[src/rtl/code_entry_if.sv]
// Key input and display/status bundle between the keypad chain, the
// code-entry controller and the display driver.
interface code_entry_if;
   logic        key_valid;
   logic [3:0]  key_code;
   logic [15:0] disp_digits;
   logic [2:0]  digit_count;
   logic [7:0]  tries;
   logic        unlocked;
   logic        locked_out;
   logic        pass_pulse;
   logic        fail_pulse;

   // Upstream side: presents keys and observes the controller status.
   modport master (
      output key_valid, key_code,
      input  disp_digits, digit_count, tries, unlocked, locked_out,
             pass_pulse, fail_pulse
   );

   // Controller side.
   modport slave (
      input  key_valid, key_code,
      output disp_digits, digit_count, tries, unlocked, locked_out,
             pass_pulse, fail_pulse
   );
endinterface

[src/rtl/code_entry_ctrl.sv]
// Keypad code-entry controller: collects four BCD digits, checks them against
// a fixed secret on Enter, holds an unlock window on a match and imposes a
// timed lockout after too many consecutive failures. All outputs registered.
module code_entry_ctrl #(
   parameter logic [15:0] SECRET      = 16'h1234,
   parameter int unsigned MAX_TRIES   = 3,
   parameter int unsigned OPEN_CYCLES = 50_000_000,
   parameter int unsigned LOCK_CYCLES = 500_000_000
) (
   input  logic        clk,
   input  logic        RST,
   code_entry_if.slave bus
);

   typedef enum logic [1:0] {ENTRY, CHECK, OPEN, LOCKED} state_t;

   localparam logic [31:0] OPEN_LAST   = 32'(OPEN_CYCLES - 1);
   localparam logic [31:0] LOCK_LAST   = 32'(LOCK_CYCLES - 1);
   localparam logic [8:0]  MAX_TRIES_W = 9'(MAX_TRIES);
   localparam logic [3:0]  KEY_CLEAR   = 4'hA;
   localparam logic [3:0]  KEY_ENTER   = 4'hB;

   state_t      state_reg;
   logic [15:0] digits_reg;
   logic [2:0]  count_reg;
   logic [7:0]  tries_reg;
   logic        unlocked_reg;
   logic        locked_reg;
   logic        pass_reg;
   logic        fail_reg;
   logic [31:0] timer_reg;

   // Failure count after this attempt; nine bits so the lockout compare
   // cannot wrap, and the stored value saturates at 255.
   logic [8:0]  tries_plus;
   logic [7:0]  tries_sat;

   assign tries_plus = {1'b0, tries_reg} + 9'd1;
   assign tries_sat  = (tries_reg == 8'hFF) ? 8'hFF : tries_plus[7:0];

   // Control FSM with all status outputs held in registers.
   always_ff @(posedge clk or posedge RST) begin
      if (RST) begin
         state_reg    <= ENTRY;
         digits_reg   <= 16'h0000;
         count_reg    <= 3'd0;
         tries_reg    <= 8'd0;
         unlocked_reg <= 1'b0;
         locked_reg   <= 1'b0;
         pass_reg     <= 1'b0;
         fail_reg     <= 1'b0;
         timer_reg    <= 32'd0;
      end else begin
         pass_reg <= 1'b0;
         fail_reg <= 1'b0;
         case (state_reg)
            ENTRY: begin
               if (bus.key_valid) begin
                  if (bus.key_code <= 4'd9) begin
                     if (count_reg != 3'd4) begin
                        digits_reg <= {digits_reg[11:0], bus.key_code};
                        count_reg  <= count_reg + 3'd1;
                     end
                  end else if (bus.key_code == KEY_CLEAR) begin
                     digits_reg <= 16'h0000;
                     count_reg  <= 3'd0;
                  end else if (bus.key_code == KEY_ENTER && count_reg == 3'd4) begin
                     state_reg <= CHECK;
                  end
               end
            end
            CHECK: begin
               digits_reg <= 16'h0000;
               count_reg  <= 3'd0;
               timer_reg  <= 32'd0;
               if (digits_reg == SECRET) begin
                  pass_reg     <= 1'b1;
                  tries_reg    <= 8'd0;
                  unlocked_reg <= 1'b1;
                  state_reg    <= OPEN;
               end else begin
                  fail_reg  <= 1'b1;
                  tries_reg <= tries_sat;
                  if (tries_plus >= MAX_TRIES_W) begin
                     locked_reg <= 1'b1;
                     state_reg  <= LOCKED;
                  end else begin
                     state_reg <= ENTRY;
                  end
               end
            end
            OPEN: begin
               if (timer_reg == OPEN_LAST) begin
                  unlocked_reg <= 1'b0;
                  timer_reg    <= 32'd0;
                  state_reg    <= ENTRY;
               end else begin
                  timer_reg <= timer_reg + 32'd1;
               end
            end
            LOCKED: begin
               if (timer_reg == LOCK_LAST) begin
                  locked_reg <= 1'b0;
                  tries_reg  <= 8'd0;
                  timer_reg  <= 32'd0;
                  state_reg  <= ENTRY;
               end else begin
                  timer_reg <= timer_reg + 32'd1;
               end
            end
            default: state_reg <= ENTRY;
         endcase
      end
   end

   assign bus.disp_digits = digits_reg;
   assign bus.digit_count = count_reg;
   assign bus.tries       = tries_reg;
   assign bus.unlocked    = unlocked_reg;
   assign bus.locked_out  = locked_reg;
   assign bus.pass_pulse  = pass_reg;
   assign bus.fail_pulse  = fail_reg;

endmodule

[src/flat_wrapper.sv]
// flat-port wrapper written by rule: the top's interface ports become plain ports
module code_entry_ctrl_flat 
#(
   parameter logic [15:0] SECRET      = 16'h1234,
   parameter int unsigned MAX_TRIES   = 3,
   parameter int unsigned OPEN_CYCLES = 50_000_000,
   parameter int unsigned LOCK_CYCLES = 500_000_000
)
  (clk, RST, bus_key_valid, bus_key_code, bus_disp_digits, bus_digit_count, bus_tries, bus_unlocked, bus_locked_out, bus_pass_pulse, bus_fail_pulse);
  code_entry_if bus_i ();
  input  logic clk;
  input  logic RST;
  input wire logic [$bits(bus_i.key_valid)-1:0] bus_key_valid;
  input wire logic [$bits(bus_i.key_code)-1:0] bus_key_code;
  output wire logic [$bits(bus_i.disp_digits)-1:0] bus_disp_digits;
  output wire logic [$bits(bus_i.digit_count)-1:0] bus_digit_count;
  output wire logic [$bits(bus_i.tries)-1:0] bus_tries;
  output wire logic [$bits(bus_i.unlocked)-1:0] bus_unlocked;
  output wire logic [$bits(bus_i.locked_out)-1:0] bus_locked_out;
  output wire logic [$bits(bus_i.pass_pulse)-1:0] bus_pass_pulse;
  output wire logic [$bits(bus_i.fail_pulse)-1:0] bus_fail_pulse;
  assign bus_i.key_valid = bus_key_valid;
  assign bus_i.key_code = bus_key_code;
  assign bus_disp_digits = bus_i.disp_digits;
  assign bus_digit_count = bus_i.digit_count;
  assign bus_tries = bus_i.tries;
  assign bus_unlocked = bus_i.unlocked;
  assign bus_locked_out = bus_i.locked_out;
  assign bus_pass_pulse = bus_i.pass_pulse;
  assign bus_fail_pulse = bus_i.fail_pulse;
  code_entry_ctrl #(.SECRET(SECRET), .MAX_TRIES(MAX_TRIES), .OPEN_CYCLES(OPEN_CYCLES), .LOCK_CYCLES(LOCK_CYCLES)) u_core (.clk(clk), .RST(RST), .bus(bus_i));
endmodule
[config.mk]
export PLATFORM = sky130hd
export DESIGN_NAME = code_entry_ctrl_flat
export DESIGN_NICKNAME = d
export VERILOG_FILES = /design/src/rtl/code_entry_if.sv /design/src/rtl/code_entry_ctrl.sv /design/src/flat_wrapper.sv
export SDC_FILE = /design/constraint.sdc
export NUM_CORES = 1
export LEC_CHECK = 0
export CAP_MARGIN = 0
export CORE_ASPECT_RATIO = 0.7
export CORE_MARGIN = 2
export CORE_UTILIZATION = 49
export DETAILED_ROUTE_END_ITERATION = 6
export GPL_ROUTABILITY_DRIVEN = 0
export PLACE_DENSITY = 0.84
export SLEW_MARGIN = 20
export SYNTH_ARGS = -nofsm -noshare
export SYNTH_HDL_FRONTEND = slang
export SYNTH_SLANG_ARGS = --single-unit
[constraint.sdc]
create_clock -name clk -period 1.95 [get_ports clk]
set_input_delay 0.2925 -clock clk [delete_from_list [all_inputs] [get_ports clk]]
set_output_delay 0.2925 -clock clk [all_outputs]
set_load 0.03 [all_outputs]
# Word-level counts from Yosys, hierarchy flattened
# Index checks and enable logic that the tools add are counted.
[word_totals]
register_bits = 65
word_cells = 84
inputBits = 7
[classes]
n_reduce_logical = 11
mux = 37
add_sub_neg = 3
n_lt_le_gt_ge = 2
eq_ne = 22
[ops]
columns = ["cell", "count"]
rows = [
  ["$pmux W32 S3", 1],
  ["$mux W16", 4],
  ["$mux W32", 2],
  ["$add A32 B1 Y32 const B", 1],
  ["$eq A32 B26 Y1 const B", 1],
  ["$eq A32 B29 Y1 const B", 1],
  ["$pmux W16 S2", 1],
  ["$mux W8", 3],
  ["$eq A16 B13 Y1 const B", 1],
  ["$mux W2", 8],
  ["$pmux W8 S2", 1],
  ["$mux W3", 4],
  ["$ne A2 B1 Y1 const B", 5],
  ["$add A8 B1 Y9 const B", 1],
  ["$ge A9 B2 Y1 const B", 1],
  ["$mux W1", 9],
  ["$eq A4 B4 Y1 const B", 2],
  ["$eq A8 B8 Y1 const B", 1],
  ["$ne A2 B2 Y1 const B", 4],
  ["$pmux W2 S4", 1],
  ["$reduce_and A4 Y1", 2],
  ["$ne A3 B3 Y1 const B", 2],
  ["$pmux W3 S2", 1],
  ["$reduce_and A6 Y1", 1],
  ["other kinds (13)", 17],
]

# Depth between registers and ports, before layout
# Gate-level depths: netlist of run 1.
[logic_depth]
ltp_word = 7
mapped_depth = 9
mapped_depth_nobuf = 8

# Worst setup path after synthesis of run 1
# OpenSTA, ideal clock, no wires.
[synth_path]
path_kind = "register to register"
start = "register u_core.digits_reg[8] (netlist: u_core.bus.disp_digits[8])"
end = "register u_core.tries_reg[3] (netlist: u_core.bus.tries[3])"
synth_period_minus_slack_ns = 2.220
path_slack_ns = -0.270
arrival_ns = 2.091
stages_incl_launch_ff = 8
path_cell_list = "dfrtp_1 or4b_2 nor4_4 nand2b_1 buf_4 nor2_1 o21ai_0 o21ai_0"
[synth_between]
elab_chain_cells = 3
[synth_rtl]
columns = ["item", "line_no", "rtl"]
rows = [
  ["start, declared", "code_entry_ctrl.sv:24", "logic [15:0] digits_reg;"],
  ["start signal, assigned", "code_entry_ctrl.sv:61", "digits_reg <= {digits_reg[11:0], bus.key_code};"],
  ["$eq A16 B13 Y1", "code_entry_ctrl.sv:76", "if (digits_reg == SECRET) begin"],
  ["$mux W8", "code_entry_ctrl.sv:76", ""],
  ["$pmux W8 S2", "code_entry_ctrl.sv:56", "case (state_reg)"],
  ["end signal, assigned", "code_entry_ctrl.sv:83", "tries_reg <= tries_sat;"],
  ["end, declared", "code_entry_ctrl.sv:26", "logic [7:0] tries_reg;"],
]
# Every way passes these cells.
# A chain may end at the register's enable or synchronous reset.

# Worst setup path after layout of run 1
[layout_path]
start = "register u_core.timer_reg[23]"
end = "register u_core.timer_reg[2]"
[layout_between]
elab_chain_cells = 3
[layout_rtl]
columns = ["item", "line_no", "rtl"]
rows = [
  ["start, declared", "code_entry_ctrl.sv:31", "logic [31:0] timer_reg;"],
  ["start signal, assigned", "code_entry_ctrl.sv:98", "timer_reg <= timer_reg + 32'd1;"],
  ["start signal, assigned", "code_entry_ctrl.sv:108", "timer_reg <= timer_reg + 32'd1;"],
  ["$eq A32 B29 Y1 / $eq A32 B26 Y1 (equally long branches)", "code_entry_ctrl.sv:102, code_entry_ctrl.sv:93", ""],
  ["$mux W32 (on tied branches)", "code_entry_ctrl.sv:102, code_entry_ctrl.sv:93", ""],
  ["$pmux W32 S3 *", "code_entry_ctrl.sv:56", ""],
]
# Every way passes the cells marked *; elsewhere a longest branch is shown, timed or not.

==> flow_results.org, run 1 <==
** Outcome
- The run finished, with violations left.
- The checks that failed: design-rule violations, negative setup slack.

** Cells and area
- Count of fill cells added during filler insertion :: 431
- The register with the most flip-flops in the layout has 32 of them.
- In the final layout, the share of cells above drive strength 1 is 0.365.
- Area of combinational cells with multiple inputs :: 2220 µm²
- Sequential standard cell area :: ~1600 µm²
- Layout overhead on the synthesized area :: 51.1%
- Final Net Count :: 549
- Cell Count, Final, Fillers Out :: 640
- The repair_antennas step left the layout with diodes totalling 0.

** Placed design
- Total of buffers placed on input and output ports :: 37
- After detailed placement, the design holds a cell count of 603.
- DP HPWL :: 7420 µm

** Setup path
- Critical-path top delay cell :: dfrtp_1
- The critical path crosses 8 cells after its start point.
- STA classifies the critical path startpoint as a flop.
- The signal on the critical path passes through nor4b_1, nand4_1, buf_4, o2bb2a_4, o21ai_4, buf_6, o22ai_1, a22o_1.
- FF-to-FF path depth :: 8
- For flop-to-flop paths, the worst setup slack is -0.35 ns.
- Reg-to-reg critical path startpoint :: u_core.timer_reg[23]
- Data arrives at the worst endpoint at 2.54 ns.
- Data on the critical path is required at its endpoint by approximately 2.2 ns.
- The critical path is of the reg -> reg type.
- Critical Path Fanout Max :: 6
- Following the worst setup path forward leads to its endpoint at u_core.timer_reg[2].
- The worst setup path is captured at a flop.
- CP delay by family, top :: compound AO/OA/AOI/OAI gates
- Critical Path Source :: u_core.timer_reg[23]
- The number of buffers and inverters on the critical path is 2.
- On the worst path, the slowest cell contributes a delay of 0.45 ns.
- The endpoint identified for the worst register-to-register timing path is u_core.timer_reg[2].

** Synth
- Number of flops mapped to enable cells by yosys :: 0
- Gate count of the mapped netlist :: 409
- Of the post-synthesis cell area, the dominant cell type holds 0.448.
- Of all cell types, the one taking the most synthesized area is dfrtp_1.
- Post-synthesis area per instance :: 8.87 µm²
- Count of state elements after synthesis :: 65
- For this run, the register share of the synthesized area comes to 0.448.
- Post-synth design cell area :: about 3600 µm²
- Net count of the mapped netlist :: between 400 and 500
- The most used flip-flop cell after synthesis is dfrtp_1.
- Counting flops with an async set or reset pin after synthesis yields a share of 1.00.
- After synthesis, the netlist uses 58 different library cells.
- Yosys printed 0 warnings.
- Yosys attributes the largest share of cell area to dfrtp_1 (45%), nand3_1 (6.1%), o21ai_0 (5.9%), nand2_1 (4.3%), nor2_1 (2.9%).

** STA
- Unrepaired setup endpoints after global routing :: true
- Min Hold Slack :: 0.259 ns
- Measured against its own limit, the worst slew margin works out to 0.570.
- Maximum operating frequency :: 435 MHz
- Number of failing hold endpoints at the final stage :: 0
- Actual transition at the worst max-transition pin :: 0.639 ns
- Final setup violation count :: 44
- Final worst-path cycle share :: 1.18
- Min cycle time layout :: 2.30 ns
- Final critical-path setup slack :: -0.350 ns
- The final max-slew violation count came to 0.
- The clock arrives with 0.0151 ns of skew.

** Clock network
- For this design, the CTS-stage hold fixing added 0 buffers.
- Buffers inserted during clock tree synthesis total 9.
- CTS tree :: yes
- Clock Sinks :: 65
- Clock buffer depth :: 2
- In this run the clock root is driven by a clkbuf_8.
- H-tree depth :: 3
- Clk pin slew, worst setup/hold paths :: 0.08 ns
- The clock reaches the later pin of the worst-skew pair after 0.35 ns.

** GRT
- Initial antenna violation count :: 1
- Across every metal layer, demand over resource in global routing totals 0.317.
- Grt ovf :: 0
- The via count of the first global-routing pass was 4017.
- The first global-routing pass estimated 20300 µm of wire.
- Pin count of the biggest net entering global routing :: 53

** Detailed routing
- After detailed routing, the average wire length per cell comes to 22.6 µm.
- For this block, the via count after detailed routing is 4309.
- After detailed routing, the number of remaining DRC violations is 4.
- ANT nets after route :: 0
- The first detailed-routing pass took 7 iterations.
- The first routing iteration left 600 violations.
- For this block, the routed nets add up to 14500 µm of wire.
- DR vias/cell :: 6.73

** Power
- Lkg Pwr :: about 2.4 nW
- Pwr per Cell Area :: 704 nW/µm²
- Largest vdd supply drop :: 0.515 mV

** Job
- Number of maximum-capacitance constraint violations :: 0

** Min path
- Min-Delay Path Class :: in -> async

** Floorplan
- Initial cell density of the core :: 0.503
- The total area inside the core boundary comes to 7220 µm².
- Die Height :: 76.0 µm
- FP Rows :: 26
- During I/O placement, the number of pins put on the boundary was 38.
- Die outline width :: 107 µm
- Die area :: approximately 8100 µm²
per-layer routing:
metal	GRT usage	share of wire	routed length [µm]	up-vias
li1	-	-	-	1756
met1	0.436	0.38	5500	2040
met2	0.473	0.43	6270	399
met3	0.0924	0.12	1810	114
met4	0.126	0.062	904	0
met5	0	0	0	-
where the power goes:
group          switching (mW)  internal [mW]
clock                   0.599          0.757
sequential              0.100           1.46
combinational           0.555          0.395
total                    1.25           2.61
cell usage after synthesis, types with 2 or more instances:
| cell type | instances |
|---|---|
| nor2_1 | 28 |
| and4_1 | 2 |
| a21o_1 | 6 |
| and3_1 | 10 |
| o21a_1 | 2 |
| nor3_1 | 11 |
| o22a_1 | 2 |
| o21ai_0 | 43 |
| dfrtp_1 | 65 |
| xnor2_1 | 4 |
| o31ai_1 | 4 |
| or4b_2 | 2 |
| nand3b_1 | 2 |
| nand2_1 | 42 |
| a22o_1 | 4 |
| inv_1 | 13 |
| a21oi_1 | 15 |
| ha_1 | 5 |
| nor4_1 | 5 |
| clkbuf_1 | 16 |
| a31oi_1 | 2 |
| nand4b_1 | 2 |
| and2_1 | 4 |
| nor4_4 | 2 |
| and4_2 | 2 |
| a211oi_1 | 2 |
| xor2_1 | 6 |
| o22ai_1 | 6 |
| nand4_1 | 12 |
| nor2b_1 | 4 |
| buf_2 | 3 |
| nor4b_1 | 4 |
| or3_1 | 9 |
| a221o_1 | 3 |
| nand3_1 | 44 |
worst min-delay path by stage:
| stage | startpoint | endpoint | slack, ns | depth (start not counted) |
|---|---|---|---|---|
| after detailed placement | u_core.bus.locked_out | u_core.bus.locked_out | 0.52 | 1 |
| after global routing | RST | u_core.bus.digit_count[1] | 0.28 | 2 |
| after CTS | RST | u_core.bus.digit_count[1] | 0.26 | 2 |
| final | RST | u_core.bus.digit_count[1] | 0.26 | 2 |
| after global placement | u_core.timer_reg[0] | u_core.timer_reg[0] | 0.51 | 1 |
| after floorplan | bus_key_code[1] | u_core.bus.disp_digits[1] | 0.42 | 2 |
through the flow:
step                      instance area [µm²]  setup TNS (ns)  power (mW)  setup WS, ns  utilization
after floorplan                          3680          -0.322        2.03       -0.0816            -
after global placement                   4680          -0.295        2.40        -0.138        0.649
after detailed placement                 4680           -1.23        2.43        -0.167        0.649
after CTS                                5170           -1.86        3.78        -0.146        0.716
after global routing                     5490          -10.24        3.99        -0.356        0.760
final                                    5490           -9.32        3.86        -0.350        0.760
kinds of logic (layout without fill, tap and decap cells):
group | after synthesis | after routing | share of synthesized area
AND/OR/NAND/NOR | 195 | 195 | 0.295
AO/OA/AOI/OAI | 99 | 99 | 0.174
flip-flops | 65 | 65 | 0.448
buffers and inverters | 34 | 167 | 0.0393
XOR/XNOR | 10 | 10 | 0.0241
adder cells (fa/ha/maj) | 5 | 5 | 0.0172
multiplexers | 1 | 1 | 0.00276
worst register-to-register path: stages, from the launching register on:
cell	delay (ns)
dfrtp_1	0.45
nor4b_1	0.44
nand4_1	0.17
buf_4	0.21
o2bb2a_4	0.24
o21ai_4	0.20
buf_6	0.18
o22ai_1	0.09
a22o_1	0.19
what timing repair did:
| action | CTS | global route |
|---|---|---|
| pin swaps | 25 | 16 |
| cloned | 1 | 0 |
| endpoints found under the setup margin | 39 | 42 |
| buffers inserted | 14 | 9 |
| resized for setup | 44 | 62 |
cell type report:
| type | count | area share |
|---|---|---|
| Multi-Input combinational cell | 310 | 0.406 |
| Sequential cell | 65 | 0.298 |
| Timing Repair Buffer | 138 | 0.222 |
| Clock buffer | 10 | 0.0251 |
| Tap cell | 98 | 0.0224 |
| Clock inverter | 6 | 0.0167 |
| Inverter | 13 | 0.0105 |
cell usage in the layout, fill, tap and decap left out, types with 12 or more instances in the layout:
| cell | synthesis | final |
|---|---|---|
| buf_4 | 1 | 83 |
| dfrtp_1 | 65 | 58 |
| nand2_1 | 42 | 40 |
| nand3_1 | 44 | 39 |
| clkdlybuf4s50_1 | 0 | 36 |
| o21ai_0 | 43 | 27 |
| nor2_1 | 28 | 20 |
| buf_6 | 1 | 16 |
| nand4_1 | 12 | 12 |
No activity file was read; power rests on OpenSTA's default activity.
==> inputs of run 2 (changes only) <==
CORE_UTILIZATION = 51   (was 49)
PLACE_DENSITY = 0.87   (was 0.84)
==> flow_results.org, run 2 (same netlist as run 1, synthesis figures left out) <==
** Clock network
- The tree is rooted in a clkbuf_8.
- H-tree depth :: 3 (unchanged)
- Number of buffers created by CTS :: 9 (unchanged)
- TritonCTS built the clock tree.
- Worst-Skew Late Latency :: 0.37 ns (+0.02 ns)
- The number of buffers added to fix hold violations after cts came to 0 (unchanged).
- The clock sink total was 65 (unchanged).
- The clock transition time at the flip-flop clock pins of the worst setup and hold paths is 0.09 ns (about the same).
- Clock buffer depth :: 2 (unchanged)

** STA
- The final max-slew violation count is 0 (unchanged).
- Worst slew slack as a fraction of its limit :: 0.589 (+0.0192)
- The final total negative setup slack came to -7.31 ns (+2.01 ns).
- The final-layout worst hold slack was 0.338 ns (+0.0797 ns).
- Maximum operating frequency :: 446 MHz (+2.7%)
- The number of setup violations in the final report was 43 (-2.3%).
- Worst clock skew on the final layout :: 0.0211 ns (+0.00594 ns)
- The final critical-path required period came to 2.24 ns (-0.0601 ns).
- The final worst-path cycle share was 1.15 (-0.0308).
- Final critical-path setup slack :: -0.290 ns (+0.0601 ns)
- Unrepaired setup endpoints after global routing :: true
- The total count of hold-check failures in the final report came to 0 (unchanged).
- Actual transition at the worst max-transition pin :: 0.615 ns (-0.0246 ns)

** Floorplan
- Die Height :: 74.6 µm (-1.9%)
- The number of ports placed on the die boundary came to 38 (unchanged).
- Standard cell core area :: 6820 µm² (-5.6%)
- FP Rows :: 25 (-3.8%)
- Die area :: 7820 µm² (-3.7%)
- The horizontal die dimension is 105 µm (-1.9%).
- Initial cell density of the core :: 0.532 (+0.0297)

** Placed design
- The detailed placer's ending HPWL was 7800 µm (+5.2%).
- Number of cells after detailed placement :: 593 (-1.7%)
- Worst setup slack after placement :: -0.175 ns (-0.00751 ns)
- The number of buffers added on ports was 37 (unchanged).

** Setup path
- Sequence of cells on the critical path :: buf_6, nand4_1, or2_4, o2bb2a_4, o21ai_4, buf_6, buf_6, or3_1, nand3_1
- The cell count of the worst reg-to-reg path was 9 (+1).
- STA classifies the critical path startpoint as a flop.
- Setup slack, reg-to-reg :: -0.29 ns (+0.06 ns)
- In this run the critical register-to-register path is captured at u_core.timer_reg[20].
- Most frequent CP cell :: buf_6
- The required arrival time at the worst endpoint is 2.18 ns (about the same).
- Critical Path Sink Type :: flop
- The setup path with the least slack is of type reg -> reg.
- The arrival time of data at the critical path endpoint was 2.47 ns (-0.07 ns).
- The largest fanout of any net on the critical path is 5 (-1).
- The worst path buffer plus inverter count is 3 (+1).
- Peak per-stage delay on the critical path :: 0.41 ns (-0.04 ns)
- Among all stages on the critical path, the largest delay is contributed by dfrtp_1.
- Reg-to-reg critical path startpoint :: u_core.timer_reg[15]
- Broken down by cell family, the worst path's largest delay share belongs to simple AND/OR/NAND/NOR gates.

** GRT
- The via count of the first global-routing pass came to 3942 (-1.9%).
- Global routing met2 resource utilization :: 0.524 (+0.0506)
- The global route total overflow was 0 (unchanged).
- Met1 track demand over resource in global routing :: 0.420 (-0.0155)
- The first-pass GRT wire length is 20100 µm (-0.89%).
- Layer carrying the most global-route usage :: met2
- GR Layer Usage met3 :: 0.101 (+0.00840)
- The number of antenna violations at the first check in global routing is 0 (-1).
- Global-route usage over all layers :: 0.332 (+0.0150)
- Pin count of the biggest net entering global routing :: 24 (-55%)

** Job
- The number of max-capacitance violations reported is 0 (unchanged).

** Detailed routing
- Remaining DRCs :: 0 (-4)
- ANT nets after route :: 0 (unchanged)
- Initial detailed-routing violation count :: 832 (+39%)
- The vias after detailed routing came to 4545 (+5.5%).
- DR vias/cell :: 7.08 (+5.1%)
- Wire length after detailed routing :: 16100 µm (+11%)
- DR pass1 iterations :: 6 (-1)
- The detail-routed net length per standard cell is 25.0 µm (+10%).

** Power
- Pwr per Cell Area :: 685 nW/µm² (-2.7%)
- The worst voltage drop across the vdd grid came to 0.630 mV (+22%).
- Lkg Pwr :: 2.54 nW (+4.3%)
- Total power :: 3.79 mW (-2.0%)

** Cells and area
- The final cell count without fillers came to 642 (+0.31%).
- Number of flip-flops in the largest register :: 32 (unchanged)
- Compared with the post-synthesis result, the final layout area differs by 52.2%.
- The final net count is 555 (+1.1%).
- Leading cell type in the layout, fill and taps excluded :: buf_4
- The antenna diode instance count is 0 (unchanged).
- Sequential standard cell area :: 1640 µm² (unchanged)
- The library cells used most frequently in the layout, excluding fill and tap cells, are buf_4 (80), dfrtp_1 (58), nand2_1 (40).
- Count of fill cells added during filler insertion :: 372 (-14%)
- The layout cell share with drive strength beyond 1 was 0.372 (+0.00695).
- Area of combinational cells with multiple inputs :: 2220 µm² (-0.28%)

** Outcome
- Failing checks :: negative setup slack
- Status :: finished, violations left

** Min path
- Min-Delay Path Class :: in -> async
run 2: how the worst max path moves through the flow:
stage,start,endpoint,slack (ns),cells after the start
global route,u_core.timer_reg[20],u_core.timer_reg[20],-0.34,9
finish,u_core.timer_reg[15],u_core.timer_reg[20],-0.29,9
floorplan,u_core.bus.disp_digits[13],u_core.bus.tries[3],-0.08,7
global placement,u_core.bus.disp_digits[13],u_core.state_reg[0],-0.18,6
detailed placement,u_core.timer_reg[0],u_core.state_reg[0],-0.17,6
CTS,u_core.timer_reg[21],u_core.timer_reg[3],-0.12,7
run 2: timing repair:
item                       in CTS  in global routing
pin swaps                      15                 28
setup buffers                  10                 21
setup endpoints to repair      28                 45
cloned                          1                  1
resized for setup              35                 81
run 2: final cells by class:
type                            count  share of cell area
Clock buffer                       11              0.0256
Clock inverter                      5             0.00996
Inverter                           13              0.0104
Multi-Input combinational cell    310               0.401
Sequential cell                    65               0.296
Tap cell                           94              0.0213
Timing Repair Buffer              144               0.235
run 2: worst reg2reg max path: stages, from the launching register on:
cell,delay (ns)
dfrtp_1,0.41
buf_6,0.13
nand4_1,0.22
or2_4,0.37
o2bb2a_4,0.26
o21ai_4,0.27
buf_6,0.15
buf_6,0.11
or3_1,0.10
nand3_1,0.10
run 2: routing by layer:
| metal | vias to the layer above | routed length (µm) | part of all wire |
|---|---|---|---|
| met5 | - | 0 | 0 |
| met4 | 0 | 1380 | 0.086 |
| met3 | 166 | 2150 | 0.13 |
| met2 | 465 | 6950 | 0.43 |
| met1 | 2141 | 5560 | 0.35 |
| li1 | 1773 | - | - |
run 2: power by group:
| group | leakage [nW] | internal, mW | switching [mW] |
|---|---|---|---|
| clock | 0.0953 | 0.622 | 0.606 |
| combinational | 1.56 | 0.416 | 0.569 |
| sequential | 0.881 | 1.46 | 0.117 |
| total | 2.54 | 2.50 | 1.29 |
run 2: per-stage QoR:
step / area, µm² / utilization
finish: 5530 / 0.810
global route: 5530 / 0.810
CTS: 5050 / 0.741
detailed placement: 4650 / 0.681
global placement: 4650 / 0.681
floorplan: 3680 / -
==> edit 1 (flow settings as in run 2) <==
Re-encode `state_t` (4 states) as Gray code, 2 bits wide.
--- a/src/rtl/code_entry_ctrl.sv
+++ b/src/rtl/code_entry_ctrl.sv
@@ -14,3 +14,3 @@
 
-   typedef enum logic [1:0] {ENTRY, CHECK, OPEN, LOCKED} state_t;
+   typedef enum logic [1:0] {ENTRY = 2'b00, CHECK = 2'b01, OPEN = 2'b11, LOCKED = 2'b10} state_t;
 
Behaviour: same outputs for any inputs over 10 cycles, from zero or initial values and one cycle with RST high; not proved beyond that.
==> edit 1 against run 2 <==
- the run still ends with setup timing left
- area after synthesis up 3.2%
- routed wire length down 7.0%
- utilization down 3.2 points
- synthesized cell count down 0.49%
- design area up 1.7%
- sequential cell count unchanged
- total power up 9.0%
- setup slack worse by 0.15 ns
- critical path depth down 1
- clock skew down 0.013 ns
- critical path type unchanged
- largest cell class unchanged
- highest routed layer unchanged
==> edit 1: results (changes against run 2) <==
The run finished, with violations left. The checks that failed: setup timing. For the setup violation total in the final timing report, the log shows 43 (unchanged).

The final hold slack was 0.2675 ns (-0.07083 ns). The logs give 0 (unchanged) for the number of warnings printed during yosys synthesis and 551 (-0.72%) for the number of nets at the end of the flow. The cell family contributing the most delay on the critical path is simple AND/OR/NAND/NOR gates.

The tools report the count of distinct cell types in the synthesized netlist as 56 (-3.4%). The maximum number of pins on one net before global-route repair came out at 23 (-4.2%). The number of buffers on the longest clock path is 2 (unchanged), and the ratio of cells with drive above 1 in the final layout is 0.3750 (+0.002737).

The run gives 8.304 mm (+6.4%) as the half-perimeter wire length after detailed placement. The run gives 21.90 mm (+9.0%) as the first-pass GRT wire length. Iteration count of the initial detailed-routing pass: 7 (+1). Ranked by instance count, the synthesized netlist is headed by sky130_fd_sc_hd__dfrtp_1, sky130_fd_sc_hd__nand2_1, sky130_fd_sc_hd__nand3_1. The worst setup path is of the flop to flop kind. Worst voltage drop across the vdd grid: 0.8298 mV (+32%).

Iteration-0 DRC count of the detailed router: 682 (-18%). Longest individual stage delay on the worst path: 0.60 ns (+0.19 ns). In this run the clock root is driven by a sky130_fd_sc_hd__clkbuf_8. The logs give 0 (unchanged) for the number of antenna violations at the first check in global routing and 0 (unchanged) for the number of diodes added for antenna fixing. Total number of vias: 4346 (-4.4%). The final routed wire length divided by cell count works out to 23.24 um (-7.0%). The tools report the source of the worst register-to-register timing path as u_core.timer_reg[6]. The share of flip-flops with an asynchronous set or reset after synthesis is 1.000 (unchanged). The post-synthesis sequential area ratio is 0.4343 (-0.01377). The H-tree depth came out at 3 (unchanged). The slowest stage of the critical path belongs to the cell sky130_fd_sc_hd__or4_4.

Number of cell instances on the worst register-to-register path: 8 (-1). The clock latency on the worst-skew pair came out at 0.35 ns (-0.02 ns). The min-delay analysis places its worst path in the category primary input to async pin. The number of input and output port buffers inserted was 37 (unchanged); the relative slew slack was 0.6615 (+0.07224). Following the worst setup path forward leads to its endpoint at u_core.timer_reg[16].

The flip-flop count of the largest register after layout is 32 (unchanged). Yosys attributes the largest share of cell area to sky130_fd_sc_hd__dfrtp_1, sky130_fd_sc_hd__nand2_1, sky130_fd_sc_hd__nand3_1. The total leakage power is 2.471 nW (-2.5%), and the critical-path maximum fanout is 4 (-1). The clock-pin slew on the worst setup and hold paths was 0.07 ns (-0.02 ns); the TritonCTS buffer count was 9 (unchanged). The logs give 0.008259 ns (-0.01281 ns) for the worst clock skew and 419 (-0.48%) for the net count of the mapped netlist.

The logs give -0.4420 ns (-0.1523 ns) for the final critical-path setup slack and 0.3568 (+0.02514) for the global-route usage over all layers. The pre-CTS setup slack is -0.3385 ns (-0.1636 ns). The via count of the first global-routing pass came out at 4098 (+4.0%).
==> edit 1: changes by cell type in the layout (fill, tap and decap cells not counted), moves of 7 or more <==
cell                             run 2  this run
sky130_fd_sc_hd__nand2_1            40        55
sky130_fd_sc_hd__nand3_1            37        21
sky130_fd_sc_hd__o21ai_0            24        10
sky130_fd_sc_hd__mux2_2              0         8
sky130_fd_sc_hd__o21ai_1            13         2
sky130_fd_sc_hd__nor2_1             24        11
sky130_fd_sc_hd__nor3_1              5        13
sky130_fd_sc_hd__and3_1              5        13
sky130_fd_sc_hd__buf_6              25        18
==> edit 1: layer usage <==
metal  vias to the layer above  track usage  wire length, um
met2                       392       0.5506             6730
li1                       1782            -                -
met4                         0       0.1919              980
met3                       127       0.1112             1645
met5                         -            0                0
met1                      2045       0.4597             5567
==> edit 1: worst min-delay path by stage <==
| stage | start | end | cells past startpoint |
|---|---|---|---|
| 6_report | RST | u_core.bus.disp_digits[11] | 2 |
| 5_1_grt | RST | u_core.bus.disp_digits[6] | 2 |
| 4_1_cts | RST | u_core.bus.disp_digits[9] | 2 |
| 3_5_place_dp | u_core.bus.locked_out | u_core.bus.locked_out | 1 |
| 3_3_place_gp | u_core.bus.locked_out | u_core.bus.locked_out | 1 |
| 2_1_floorplan | bus_key_code[3] | u_core.bus.disp_digits[3] | 2 |
==> edit 1: power by group <==
group,leakage [nW],total [W],internal [W],switching [W]
logic,1.49,0.00131,0.000611,0.000701
clock network,0.103,0.00120,0.000658,0.000539
registers,0.880,0.00162,0.00149,0.000131
total,2.47,0.00413,0.00276,0.00137
==> edit 1: through the flow <==
stage / instance area [sq um] / TNS [ns] / cells / total power [W]
4_1_cts: 5466 / -4.211 / 638 / 0.004048
5_1_grt: 5622 / -12.23 / 642 / 0.004266
6_report: 5622 / -10.23 / 642 / 0.004126
3_3_place_gp: 4916 / -4.842 / 609 / 0.002765
2_1_floorplan: 3854 / -2.444 / 407 / 0.002252
3_5_place_dp: 4916 / -8.674 / 609 / 0.002811
==> edit 1: cell type report <==
type / instances / area, sq um
multi-input combinational: 307 / 2317
sequential: 65 / 1637
fill: 406 / 1600
timing repair buffer: 142 / 1291
clock buffer: 13 / 158.9
tap: 98 / 122.6
inverter: 14 / 55.05
clock inverter: 3 / 40.04
==> edit 1: cells by family after synthesis <==
family                   Yosys count  share of synthesized area
buffers and inverters             35                    0.04043
AND/OR/NAND/NOR                  209                     0.3131
adder cells (fa/ha/maj)            5                    0.01671
flip-flops                        65                     0.4343
AO/OA/AOI/OAI                     73                     0.1413
multiplexers                      14                    0.04010
XOR/XNOR                           6                    0.01404
==> edit 1: what timing repair did <==
item | 4_1_cts | 5_1_grt
resized for setup | 50 | 29
pin swaps | 30 | 19
setup endpoints to repair | 43 | 44
buffers inserted | 13 | 7
==> edit 2 (settings of run 2) <==
Made on the original files. `LOCK_CYCLES` is set to 500_000_000 in 2 places; all go to 250_000_000.
--- a/src/rtl/code_entry_ctrl.sv
+++ b/src/rtl/code_entry_ctrl.sv
@@ -7,3 +7,3 @@
    parameter int unsigned OPEN_CYCLES = 50_000_000,
-   parameter int unsigned LOCK_CYCLES = 500_000_000
+   parameter int unsigned LOCK_CYCLES = 250_000_000
 ) (
--- a/src/flat_wrapper.sv
+++ b/src/flat_wrapper.sv
@@ -6,3 +6,3 @@
    parameter int unsigned OPEN_CYCLES = 50_000_000,
-   parameter int unsigned LOCK_CYCLES = 500_000_000
+   parameter int unsigned LOCK_CYCLES = 250_000_000
 )
Formal check against the unedited RTL: same outputs for any inputs over 10 cycles, from zero or initial values and one cycle with RST high; that may be too few to reach the edited logic, so the function may still have changed.
==> edit 2 against run 2 <==
- critical path type unchanged
- combinational power down 13%
- sequential share of layout area increased by 0.33 points
- total power decreased by 5.3%
- non-clock buffer count decreased by 36
- setup slack improved by 0.097 ns
- area after synthesis rose by 10%
- design area shrank 1.1%
- the flow still finishes with violations (setup timing)
- routed wire length is 18% lower
- count of clock-buffer cells in the layout down 2
- sequential cell count is the same
==> edit 2: results (changes against run 2) <==
Routed metal-1 wirelength: 5.301 mm (-4.7%). The mean instance size in the synthesized netlist is 8.850 sq um (-0.28%), and the total number of vias is 4366 (-3.9%). The critical path arrival came out at 2.37 ns (-0.10 ns). By count the netlist is led by sky130_fd_sc_hd__dfrtp_1, sky130_fd_sc_hd__nand2_1, sky130_fd_sc_hd__inv_1.

The number of cell instances on the worst register-to-register path is 6 (-3). The final critical-path setup slack came out at -0.1925 ns (+0.09721 ns). Final hold slack: 0.2544 ns (-0.08398 ns). Global-route track usage on met3: 0.07641 (-0.02438). The checks that failed: setup timing. For the total leakage power, the log shows 2.259 nW (-11%). Longest individual stage delay on the worst path: 0.55 ns (+0.14 ns). The global-route usage over all layers is 0.3009 (-0.03079), and the final non-filler cell total is 648 (+0.93%). The run gives 6 (-4) as the post-CTS setup buffer count.

The slew at the pin closest to its max-slew limit works out to 0.6604 ns (+0.04561 ns). The logs give 6.109 mm (-12%) for the routed length on met2 and -3.870 ns (+3.445 ns) for the aggregate negative setup slack. The tools report the worst clock skew as 0.006471 ns (-0.01459 ns).

After synthesis, the cell types taking the most area are sky130_fd_sc_hd__dfrtp_1, sky130_fd_sc_hd__o211ai_1, sky130_fd_sc_hd__nand3_1. First-pass GRT wire length: 19.78 mm (-1.5%). The tools report the worst voltage drop across the vdd grid as 0.7294 mV (+16%). The logs give 473 (+27%) for the number of fill cells in the layout and 56 (-3.4%) for the count of distinct cell types in the synthesized netlist. The run gives 8.050 mm (+3.2%) as the half-perimeter wire length after detailed placement. The cell count after placement was 620 (+4.6%). The maximum number of pins on one net before global-route repair was 46 (+92%). The run gives 23 (-34%) as the quantity of gates resized following cts. The run finished, with violations left. For the post-synthesis sequential area ratio, the log shows 0.4075 (-0.04060). The iteration-0 DRC count of the detailed router came out at 473 (-43%). The tools report the setup violation total in the final timing report as 41 (-4.7%).

The slowest stage of the critical path belongs to the cell sky130_fd_sc_hd__or4b_4. Critical-path maximum fanout: 8 (+3). The via count of the first global-routing pass was 3911 (-0.79%).

Met2 track demand over resource in global routing: 0.4543 (-0.06949).
edit 2: cell type report:
| class | instances | area [sq um] | area share |
|---|---|---|---|
| clock inverters | 7 | 71.32 | 0.01305 |
| well taps | 98 | 122.6 | 0.02244 |
| inverters | 42 | 162.7 | 0.02977 |
| multi-input cells | 319 | 2327 | 0.4259 |
| repair buffers | 108 | 1021 | 0.1869 |
| flip-flops and latches | 65 | 1635 | 0.2993 |
| clock buffers | 9 | 123.9 | 0.02267 |
edit 2: logic make-up after synthesis:
kind of cell / Yosys count / synth area share
mux: 10 / 0.02508
xor+xnor: 8 / 0.01756
fa+ha+maj: 5 / 0.01567
flops: 65 / 0.4075
compound gates: 118 / 0.2176
simple gates: 178 / 0.2473
buf+inv: 67 / 0.06928
edit 2: power breakdown:
part	switching (W)	total (W)	internal, W	leakage [nW]
Clock	0.000596	0.00118	0.000587	0.0912
Sequential	0.0000948	0.00155	0.00145	0.880
Combinational	0.000484	0.000855	0.000371	1.29
Total	0.00118	0.00359	0.00241	2.26
